**src/rtl/compound_assign_unit.sv**
```systemverilog
// compound_assign_unit: accumulator executing compound-assignment commands; optional COMPOUND_ASSIGN_SAT_EN saturates += and -=
module compound_assign_unit #(
  parameter int WIDTH = 8
) (
  input  logic             clk,
  input  logic             rst,
  input  logic             i_valid,
  output logic             o_ready,
  input  logic [3:0]       i_op,
  input  logic [WIDTH-1:0] i_operand,
  output logic [WIDTH-1:0] o_acc,
  output logic             o_valid,
  output logic             o_div_by_zero,
  output logic             o_illegal
);
  localparam logic [0:0] IDLE = 1'b0;
  localparam logic [0:0] DIV  = 1'b1;
  localparam int CW = $clog2(WIDTH);
  logic [0:0]       state_q, state_d;
  logic [WIDTH-1:0] acc_q, acc_d, quo_q, quo_d, rem_q, rem_d, dvs_q, dvs_d;
  logic [CW-1:0]    cnt_q, cnt_d;
  logic             valid_q, valid_d, dbz_q, dbz_d, ill_q, ill_d, mod_q, mod_d;
  logic [WIDTH:0]   trial;
  logic [WIDTH-1:0] rem_next, quo_next, add_res, sub_res, sra, alu;
  logic             ge, is_div, illegal;
  // restoring divider: shift next dividend bit into the partial remainder each cycle
  assign trial    = {rem_q, quo_q[WIDTH-1]};
  assign ge       = trial >= {1'b0, dvs_q};
  assign rem_next = ge ? trial[WIDTH-1:0] - dvs_q : trial[WIDTH-1:0];
  assign quo_next = {quo_q[WIDTH-2:0], ge};
`ifdef COMPOUND_ASSIGN_SAT_EN
  logic [WIDTH:0] sum;
  assign sum     = {1'b0, acc_q} + {1'b0, i_operand};
  assign add_res = sum[WIDTH] ? '1 : sum[WIDTH-1:0];
  assign sub_res = (acc_q < i_operand) ? '0 : acc_q - i_operand;
`else
  assign add_res = acc_q + i_operand;
  assign sub_res = acc_q - i_operand;
`endif
  assign sra     = $signed(acc_q) >>> i_operand;
  assign is_div  = (i_op == 4'd4) || (i_op == 4'd5);
  assign illegal = i_op > 4'd12;
  assign alu = (i_op == 4'd0)  ? i_operand :
               (i_op == 4'd1)  ? add_res :
               (i_op == 4'd2)  ? sub_res :
               (i_op == 4'd3)  ? acc_q * i_operand :
               (i_op == 4'd6)  ? acc_q & i_operand :
               (i_op == 4'd7)  ? acc_q | i_operand :
               (i_op == 4'd8)  ? acc_q ^ i_operand :
               (i_op == 4'd9 || i_op == 4'd11) ? acc_q << i_operand :
               (i_op == 4'd10) ? acc_q >> i_operand :
               (i_op == 4'd12) ? sra : acc_q;
  always_comb begin
    state_d = state_q;
    acc_d   = acc_q;
    quo_d   = quo_q;
    rem_d   = rem_q;
    dvs_d   = dvs_q;
    cnt_d   = cnt_q;
    mod_d   = mod_q;
    dbz_d   = dbz_q;
    ill_d   = ill_q;
    valid_d = 1'b0;
    if (state_q == IDLE) begin
      if (i_valid && is_div) begin
        state_d = DIV;
        quo_d   = acc_q;
        rem_d   = '0;
        dvs_d   = i_operand;
        mod_d   = i_op[0];
        cnt_d   = '0;
      end else if (i_valid) begin
        acc_d   = alu;
        valid_d = 1'b1;
        dbz_d   = 1'b0;
        ill_d   = illegal;
      end
    end else begin
      quo_d = quo_next;
      rem_d = rem_next;
      cnt_d = cnt_q + CW'(1);
      if (cnt_q == CW'(WIDTH - 1)) begin
        acc_d   = mod_q ? rem_next : quo_next;
        valid_d = 1'b1;
        dbz_d   = dvs_q == '0;
        ill_d   = 1'b0;
        state_d = IDLE;
      end
    end
  end
  always_ff @(posedge clk or posedge rst) begin
    if (rst) begin
      state_q <= IDLE;
      acc_q   <= '0;
      quo_q   <= '0;
      rem_q   <= '0;
      dvs_q   <= '0;
      cnt_q   <= '0;
      mod_q   <= 1'b0;
      dbz_q   <= 1'b0;
      ill_q   <= 1'b0;
      valid_q <= 1'b0;
    end else begin
      state_q <= state_d;
      acc_q   <= acc_d;
      quo_q   <= quo_d;
      rem_q   <= rem_d;
      dvs_q   <= dvs_d;
      cnt_q   <= cnt_d;
      mod_q   <= mod_d;
      dbz_q   <= dbz_d;
      ill_q   <= ill_d;
      valid_q <= valid_d;
    end
  end
  assign o_ready       = state_q == IDLE;
  assign o_acc         = acc_q;
  assign o_valid       = valid_q;
  assign o_div_by_zero = dbz_q;
  assign o_illegal     = ill_q;
endmodule

```
**config.mk**
```make
export PLATFORM = sky130hd
export DESIGN_NAME = compound_assign_unit
export DESIGN_NICKNAME = d
export VERILOG_FILES = /design/src/rtl/compound_assign_unit.sv
export SDC_FILE = /design/constraint.sdc
export NUM_CORES = 1
export LEC_CHECK = 0
export ABC_CLOCK_PERIOD_IN_PS = 5100
export BUFFER_PORTS_ARGS = -buffer_cell sky130_fd_sc_hd__buf_4
export CAP_MARGIN = 20
export CORE_MARGIN = 1.5
export CORE_UTILIZATION = 65
export CTS_BUF_LIST = sky130_fd_sc_hd__clkbuf_8
export DETAILED_ROUTE_END_ITERATION = 6
export PLACE_DENSITY = 0.87
export SETUP_SLACK_MARGIN = 0.1
export SLEW_MARGIN = 10
export SYNTH_ARGS = -nofsm -noshare
export SYNTH_HDL_FRONTEND = slang
export SYNTH_SLANG_ARGS = --single-unit
```
**constraint.sdc**
```tcl
create_clock -name clk -period 5.1 [get_ports clk]
set_clock_uncertainty 0.1 [all_clocks]
set_input_delay 1.02 -clock clk [delete_from_list [all_inputs] [get_ports clk]]
set_output_delay 1.02 -clock clk [all_outputs]
set_load 0.02 [all_outputs]
```
==> impl_results.md <==
- Yosys cell types: 77
- Post-synthesis cell count: 711
- I/O Pins: 27
- Syn Nets: 790
- GP Congestion: 1.11
- Num CTS Buffers: 5
- CTS tree: built
- Crit-path most repeated cell: fa_1
- Max Fanout on Critical Path: 18
- Post-synth EDFFs: 0
- Pre-antenna DRT Iters: 7
- Critical path capture point type: register
- Drt total wl: 19200 um
- Initial DRC count: 973
- Outcome: finished, violations left
- Initial antenna violation count: 0
- Area delta synth->final: 6.64%
- Failing checks: design-rule violations
- Worst-path cell chain: buf_4 -> nand2_1 -> fa_1 -> fa_1 -> inv_1 -> fa_1 -> inv_1 -> fa_1 -> inv_1 -> ha_1 -> a21oi_1 -> xnor2_1 -> xnor2_1 -> o211ai_1 -> nand4_1
- Antenna-violating nets left: 0
- Final hold vios: 0
- Slowest cell on the critical path: fa_1
- Post-cts sizing count: 0
- Filler instances: 620
- Mapped cell area: 5370 um^2
- Global route overflow: 0
- Fmax achieved: 0.221 GHz
- Sequential element share of the synthesized area: 0.186
- Largest net degree at the start of global routing: 41
- Starting Density: 0.684
- Critical Path RT: 5.17 ns
- Post-synth top area share: 0.186
- Crit share post-route: 0.889
- Relative slew slack: 0.309
- Vias: 6059
- R2r setup slk: 0.65 ns
- Vias/cell: 7.39
- HPWL after DPL: 14300 um
- Post-synth ARST share: 1.00
- CTS hold repair buffers: 0
- Port Buffers: 26
- Clk sinks: 40
- Lkg Pwr: 0.00256 uW
- Worst setup SP type: primary input
- Post-CTS setup buffers: 0
- Longest Clk Path Bufs: 2
- Die area: 8810 um^2
- First-pass GRT wire length: 30400 um
- Max Cap Viol: 0
- Final hold slack: 0.393 ns
- Core ar.: 7850 um^2
- GRT Total Usage: 0.454
- Clock Tree Root: clkbuf_8
- Vias in the first global route: 5705
- P per Cell Area: 668 nW/um^2
- Most used flip-flop cell after synthesis: dfrtp_1
- FF+latch count, synth: 40
- Synth area leader: dfrtp_1
- Slew @ Worst Pin: 1.03 ns
- Post-layout nets: 797
- Most common cell after layout, fill and taps aside: nand2_1
- Share of layout cells above drive strength 1: 0.103
- WL/cell: 23.4 um
- Synth area leaders: dfrtp_1 (19%), ha_1 (11%), o21ai_0 (5.8%), fa_1 (5.6%), nand2_1 (4.8%)
- Max incr delay on CP: 0.56 ns
- Clk slew on worst S/H paths: 0.08 ns
- # setup viols final: 0
- TNS Setup: 0 ns
- H-tree Lvls: 2
- Slew Limit Fails: 0
- Clock latency on the worst-skew pair: 0.29 ns
- Die height: 93.9 um
- Synth Area per Inst: 7.55 um^2
- RSZ-0062 raised after global routing: no
- Yosys warns: 0
- Most frequent cells in the layout: nand2_1 (69), nor2_1 (67), inv_1 (65)
- Drc violations: 1
- Row Count: 32
- VDD IR max: 0.571 mV
- Hold Crit Class: register to register
- Die Wd: 93.9 um
- Setup Crit Path Kind: primary input to register
- Ant. Diodes: 0
- Crit path DAT: 4.60 ns
- Minimum clock period: 4.53 ns
worst paths after layout:
path,startpoint,cells past startpoint,end
max,i_operand[3],15,o_acc[7]
min,cnt_q[0],1,cnt_q[0]
max reg2reg,o_acc[1],15,o_acc[6]
min reg2reg,cnt_q[0],1,cnt_q[0]
max in group asynchronous,rst,3,o_acc[5]
min in group asynchronous,rst,3,dvs_q[0]
Yosys cell counts, types with 5 or more instances:
cell type,number
nor2b_1,7
fa_1,15
nand3_1,24
o211ai_1,13
o21ai_0,62
o22ai_1,5
mux2i_1,18
clkbuf_1,40
xnor2_1,20
dfrtp_1,40
nor3_1,11
inv_1,64
nor4_1,7
a211oi_1,11
and3_1,5
nand2_1,69
a31oi_1,9
a21o_1,9
a21oi_1,50
ha_1,49
o31ai_1,5
o21a_1,5
mux2_2,7
nor2_1,67
cell type report:
cell class	count	area [um^2]	share of cell area
Inverter	68	255	0.0446
Clock inverter	2	8.76	0.00153
Timing Repair Buffer	45	338	0.0590
Sequential cell	40	1000	0.175
Tap cell	102	128	0.0223
Multi-Input combinational cell	558	3930	0.686
Clock buffer	5	68.8	0.0120
state kept, by name, indices dropped and copies added (netlist names):
name,count
o_acc,8
o_valid,1
mod_q,1
quo_q,8
cnt_q,3
state_q,1
o_div_by_zero,1
o_illegal,1
rem_q,8
dvs_q,8
layer usage:
| metal | track usage | share of wire |
|---|---|---|
| met4 | 0.230 | 0.068 |
| met5 | 0 | 0 |
| met1 | 0.606 | 0.37 |
| met3 | 0.112 | 0.14 |
| met2 | 0.681 | 0.43 |
through the flow:
step                      total power [uW]  area (um^2)  setup slack (ns)  std cells   util
final                                 3820         5730             0.566        820  0.730
after CTS                             3700         5720             0.611        819  0.729
after floorplan                       2690         5370             0.241        711      -
after detailed placement              3480         5640             0.328        812  0.719
after global routing                  4080         5730             0.451        820  0.730
after global placement                3370         5640             0.398        812  0.719
report_power, final:
group / internal, uW / switching, uW
clock network: 91.3 / 114
logic: 1190 / 1710
registers: 464 / 256
total: 1740 / 2080
logic make-up (layout without fill, tap and decap cells):
logic type | Yosys count | in the layout | share of synthesized area
AOI/OAI and AO/OA | 220 | 220 | 0.265
xor gates and xnor gates | 23 | 23 | 0.0375
adders and majority gates | 65 | 65 | 0.172
buffers and inverters | 113 | 120 | 0.0823
DFF | 40 | 40 | 0.186
muxes | 28 | 28 | 0.0608
and+or+nand+nor | 222 | 222 | 0.196
worst max-delay path: cells and delay by family:
family / cells / cell delay (ns)
adder cells (fa/ha/maj): 5 / 2.31
AO/OA/AOI/OAI: 2 / 0.38
buffers and inverters: 4 / 0.37
XOR/XNOR: 2 / 0.27
AND/OR/NAND/NOR: 2 / 0.23
(Power assumes the default switching activity.)
